--- src/rtl/regfile_wb_arb_if.sv ---
// Writeback bus between the ALU/load sources, the write-port arbiter and the register file.
interface regfile_wb_arb_if #(
  parameter int ADDR_W = 5,
  parameter int DATA_W = 32
);
  logic              alu_valid;
  logic              alu_ready;
  logic [ADDR_W-1:0] alu_addr;
  logic [DATA_W-1:0] alu_data;
  logic              mem_valid;
  logic              mem_ready;
  logic [ADDR_W-1:0] mem_addr;
  logic [DATA_W-1:0] mem_data;
  logic              rf_wen;
  logic [ADDR_W-1:0] rf_waddr;
  logic [DATA_W-1:0] rf_wdata;
  logic              starved;

  modport master (
    output alu_valid, alu_addr, alu_data,
    output mem_valid, mem_addr, mem_data,
    input  alu_ready, mem_ready,
    input  rf_wen, rf_waddr, rf_wdata, starved
  );

  modport slave (
    input  alu_valid, alu_addr, alu_data,
    input  mem_valid, mem_addr, mem_data,
    output alu_ready, mem_ready,
    output rf_wen, rf_waddr, rf_wdata, starved
  );
endinterface

--- src/rtl/regfile_wb_arb.sv ---
// Single write-port arbiter: loads win over ALU results, except when the ALU has been
// denied STARVE_LIMIT times in a row. The winning write is registered onto the RF port.
module regfile_wb_arb #(
  parameter int ADDR_W       = 5,
  parameter int DATA_W       = 32,
  parameter int STARVE_LIMIT = 4
) (
  input  logic             clk,
  input  logic             resetn,
  regfile_wb_arb_if.slave  bus
);
  localparam int CNT_W = $clog2(STARVE_LIMIT + 1);
  localparam logic [CNT_W-1:0] CNT_MAX = CNT_W'(STARVE_LIMIT);

  logic [CNT_W-1:0]  starve_cnt_q, starve_cnt_d;
  logic              rf_wen_q, rf_wen_d;
  logic [ADDR_W-1:0] rf_waddr_q, rf_waddr_d;
  logic [DATA_W-1:0] rf_wdata_q, rf_wdata_d;
  logic              starved;
  logic              grant_mem;
  logic              grant_alu;

  assign starved = (starve_cnt_q == CNT_MAX);

  // Grant stage: combinational ready from the valids and the starvation state
  always_comb begin
    grant_mem = bus.mem_valid && !(bus.alu_valid && starved);
    grant_alu = bus.alu_valid && !grant_mem;
  end

  always_comb begin
    starve_cnt_d = '0;
    rf_wen_d     = 1'b0;
    rf_waddr_d   = rf_waddr_q;
    rf_wdata_d   = rf_wdata_q;

    if (bus.alu_valid && !grant_alu)
      starve_cnt_d = starved ? starve_cnt_q : starve_cnt_q + CNT_W'(1);

    // Writes to x0 are acknowledged but never reach the register file
    if (grant_mem) begin
      rf_wen_d   = (bus.mem_addr != '0);
      rf_waddr_d = bus.mem_addr;
      rf_wdata_d = bus.mem_data;
    end else if (grant_alu) begin
      rf_wen_d   = (bus.alu_addr != '0);
      rf_waddr_d = bus.alu_addr;
      rf_wdata_d = bus.alu_data;
    end
  end

  // Write stage: registered RF port, one cycle after acceptance
  always_ff @(posedge clk or negedge resetn) begin
    if (!resetn) begin
      starve_cnt_q <= '0;
      rf_wen_q     <= 1'b0;
      rf_waddr_q   <= '0;
      rf_wdata_q   <= '0;
    end else begin
      starve_cnt_q <= starve_cnt_d;
      rf_wen_q     <= rf_wen_d;
      rf_waddr_q   <= rf_waddr_d;
      rf_wdata_q   <= rf_wdata_d;
    end
  end

  assign bus.alu_ready = grant_alu;
  assign bus.mem_ready = grant_mem;
  assign bus.rf_wen    = rf_wen_q;
  assign bus.rf_waddr  = rf_waddr_q;
  assign bus.rf_wdata  = rf_wdata_q;
  assign bus.starved   = starved;
endmodule
--- src/flat_wrapper.sv ---
// flat-port wrapper written by rule: the top's interface ports become plain ports
module regfile_wb_arb_flat 
#(
  parameter int ADDR_W       = 5,
  parameter int DATA_W       = 32,
  parameter int STARVE_LIMIT = 4
)
  (clk, resetn, bus_alu_valid, bus_alu_addr, bus_alu_data, bus_mem_valid, bus_mem_addr, bus_mem_data, bus_alu_ready, bus_mem_ready, bus_rf_wen, bus_rf_waddr, bus_rf_wdata, bus_starved);
  regfile_wb_arb_if #(.ADDR_W(ADDR_W), .DATA_W(DATA_W)) bus_i ();
  input  logic clk;
  input  logic resetn;
  input wire logic [$bits(bus_i.alu_valid)-1:0] bus_alu_valid;
  input wire logic [$bits(bus_i.alu_addr)-1:0] bus_alu_addr;
  input wire logic [$bits(bus_i.alu_data)-1:0] bus_alu_data;
  input wire logic [$bits(bus_i.mem_valid)-1:0] bus_mem_valid;
  input wire logic [$bits(bus_i.mem_addr)-1:0] bus_mem_addr;
  input wire logic [$bits(bus_i.mem_data)-1:0] bus_mem_data;
  output wire logic [$bits(bus_i.alu_ready)-1:0] bus_alu_ready;
  output wire logic [$bits(bus_i.mem_ready)-1:0] bus_mem_ready;
  output wire logic [$bits(bus_i.rf_wen)-1:0] bus_rf_wen;
  output wire logic [$bits(bus_i.rf_waddr)-1:0] bus_rf_waddr;
  output wire logic [$bits(bus_i.rf_wdata)-1:0] bus_rf_wdata;
  output wire logic [$bits(bus_i.starved)-1:0] bus_starved;
  assign bus_i.alu_valid = bus_alu_valid;
  assign bus_i.alu_addr = bus_alu_addr;
  assign bus_i.alu_data = bus_alu_data;
  assign bus_i.mem_valid = bus_mem_valid;
  assign bus_i.mem_addr = bus_mem_addr;
  assign bus_i.mem_data = bus_mem_data;
  assign bus_alu_ready = bus_i.alu_ready;
  assign bus_mem_ready = bus_i.mem_ready;
  assign bus_rf_wen = bus_i.rf_wen;
  assign bus_rf_waddr = bus_i.rf_waddr;
  assign bus_rf_wdata = bus_i.rf_wdata;
  assign bus_starved = bus_i.starved;
  regfile_wb_arb #(.ADDR_W(ADDR_W), .DATA_W(DATA_W), .STARVE_LIMIT(STARVE_LIMIT)) u_core (.clk(clk), .resetn(resetn), .bus(bus_i));
endmodule
--- config.mk ---
export PLATFORM = sky130hd
export DESIGN_NAME = regfile_wb_arb_flat
export DESIGN_NICKNAME = d
export VERILOG_FILES = /design/src/rtl/regfile_wb_arb_if.sv /design/src/rtl/regfile_wb_arb.sv /design/src/flat_wrapper.sv
export SDC_FILE = /design/constraint.sdc
export NUM_CORES = 1
export LEC_CHECK = 0
export CORE_ASPECT_RATIO = 1.1
export CORE_MARGIN = 2
export CORE_UTILIZATION = 39
export CTS_CLUSTER_DIAMETER = 40
export DETAILED_ROUTE_END_ITERATION = 8
export PLACE_DENSITY = 0.86
export SYNTH_ARGS = -nofsm -noshare
export SYNTH_HDL_FRONTEND = slang
export SYNTH_SLANG_ARGS = --single-unit
export TNS_END_PERCENT = 10
--- constraint.sdc ---
create_clock -name clk -period 4.49 [get_ports clk]
set_clock_uncertainty 0.1 [all_clocks]
set_input_delay 0.449 -clock clk [delete_from_list [all_inputs] [get_ports clk]]
set_output_delay 0.449 -clock clk [all_outputs]
set_load 0.02 [all_outputs]
==> out/results.ini <==
[outcome]
outcome=complete, no violations

[clock_tree]
clk_pin_slew_ps=70
htreeDepth=2
clock_latency_ps=280
cts-buffers-inserted=5
root_buffer=clkbuf_8
cts_tree=done
post_cts_buffers=0
clockBufferDepth=2
clock_sinks=41
cts_resized=0
postCtsHoldBufs=0

[worst_hold_path]
hp-class=primary input to async pin

[critical_path]
crit_path_cell_trace=clkdlybuf4s50_1 > nand3_1 > a21boi_4 > buf_4 > clkdlybuf4s50_1
end_kind=output port
path_depth=5
critPathMaxStageDelay_ps=690
critPathTopFamily=buffers and inverters
cpMaxStageDelayCell=clkdlybuf4s50_1
crit_fanout=39
start_kind=primary input
crit_type=primary input to output port
setup.worst_path.end=bus_alu_ready
r2r-end=u_core.bus.rf_wdata[9]
arrival_ps=2590
cp-startpoint=bus_alu_valid
rrSetupSlack_ps=2660
reg2reg_from=u_core.starve_cnt_q[0]
path_buf_inv=3
worst_path_most_repeated_cell=clkdlybuf4s50_1
reg2reg_depth=6
required_ps=3940

[placed_design]
dp_hpwl_mm=3.689
pre_cts_slack_ps=1358
gp_congestion=0.7333
port-buffer-count=118

[layout]
nets=346
drive_gt1_share_pct=5.618
final_common_cell=clkdlybuf4s50_1
layout_common_cells=clkdlybuf4s50_1 (117), dfrtp_1 (41), a221o_1 (36), and2_1 (27), and2_0 (9)
diodes=0
area_delta_synth_final_pct=71.22
utilization_pct=68.79

[sta]
grt_setup_unrepaired=no
fmax_mhz=318.5
final_hold_viol_count=0
slew_headroom_pct=22.53
min_period_ps=3140
finalSetupViolations=0
fin_tns_setup_ps=0
finalMaxSlewViolations=0
hold_ws_ps=197.0
fin_ws_ps=1350
finalCritPeriodShare_pct=69.93
worst_pin_slew_ps=1161

[global_route]
grt_max_degree=42
grt.overflow.total=0
gr-usage-all-layers_pct=20.08
grt_pass1_wl_mm=8.535
grt_pass1_vias=1702
antenna_found_initial=0

[detailed_routing]
detail_route.wl_per_cell_um=16.09
viasPerCell=5.207
drc=0
wl_met1_mm=2.230
antenna_left=0
first_pass_iters=4
wl_met3_um=429
wl_mm=5.198
first_iter_violations=80
num_vias=1682
highest-signal-layer=met4
wl_met2_mm=2.484

[synthesis]
ys_types=23
synth_top_cells_by_area=dfrtp_1 (56%), a221o_1 (20%), and2_1 (9.2%)
yosysTopAreaCellShare_pct=55.67
syn_avg_cell_area_um2=12.29
synth_top_area_cell=dfrtp_1
netlist_area_um2=1843
syn_nets=230
yosysWarnings=0
syn-instance-count=150
ys_seq_area_share_pct=55.67
synth-seq-cells=41

[power]
powerDensity_nw_per_um2=297.4
p_leak_uw=0.001318
peakVddDrop_mv=0.1735
p_total_uw=938.3

[floorplan]
die-area_um2=5292
die_y_um=76.10
die_w_um=69.55
fp.coreArea_um2=4587
initial_core_util_pct=40.18
rows=26
pin_count=119

[flow_run]
maxCapViolations=0

[Yosys cell counts]
master	n
a21oi_2	1
xnor2_1	1
buf_6	3
inv_1	4
and2_1	27
ha_1	2
and2_2	1
clkbuf_1	4
dfrtp_1	41
mux2i_1	1
a22o_1	1
buf_2	3
and3_1	1
a21boi_1	1
nand2_1	2
and2_0	9
nand3_1	2
a221o_1	36
o32ai_1	1
nor2_1	5
a21o_1	1
nor3_1	2
buf_4	1
[metrics by stage]
stage,area (um^2),instances
global route,3156,323
global placement,3054,315
CTS,3156,323
finish,3156,323
detailed placement,3054,315
floorplan,1843,150
[logic make-up after synthesis]
logic type      after synthesis  synth area share, %
buf+inv                      15                4.684
fa+ha+maj                     2                1.358
flops                        41                55.67
mux                           1               0.5431
compound gates               41                21.79
xor+xnor                      1               0.4753
simple gates                 49                15.48
[worst reg2reg max path: stages, from the launching register on]
cell and delay [ps]:
dfrtp_1 380, inv_1 60, ha_1 200, and2_2 230, a21oi_4 160, buf_4 390, a221o_1 250
[registers in the layout (all words and copies together), names as in the netlist]
name                 cells
u_core.bus.rf_wen        1
u_core.starve_cnt_q      3
u_core.bus.rf_wdata     32
u_core.bus.rf_waddr      5
[final cells by class]
cell class / instances / area [um^2]
Clock buffer: 7 / 96.34
Sequential cell: 41 / 1026
Fill cell: 361 / 1431
Timing Repair Buffer: 120 / 1191
Tap cell: 56 / 70.07
Inverter: 4 / 15.01
Multi-Input combinational cell: 94 / 752.0
Clock inverter: 1 / 5.005
[worst min path at each step]
stage,start,end,slack [ps],depth (start not counted)
final,resetn,u_core.bus.rf_wdata[10],200,1
after global routing,resetn,u_core.bus.rf_wdata[20],270,1
after CTS,resetn,u_core.bus.rf_wdata[26],220,1
after detailed placement,u_core.starve_cnt_q[0],u_core.starve_cnt_q[0],380,1
after global placement,u_core.starve_cnt_q[0],u_core.starve_cnt_q[0],350,1
after floorplan,resetn,u_core.bus.rf_waddr[0],50,0
[metal layers]
layer / global-route usage, % / vias to the layer above
li1: - / 793
met2: 33.08 / 80
met5: 0 / -
met3: 5.820 / 6
met1: 26.18 / 803
met4: 4.706 / 0
[report_power, final]
part,internal [uW],total (uW),switching (uW)
clock,139,258,119
combinational,151,261,110
sequential,403,420,16.8
No activity file was read; power rests on OpenSTA's default activity.
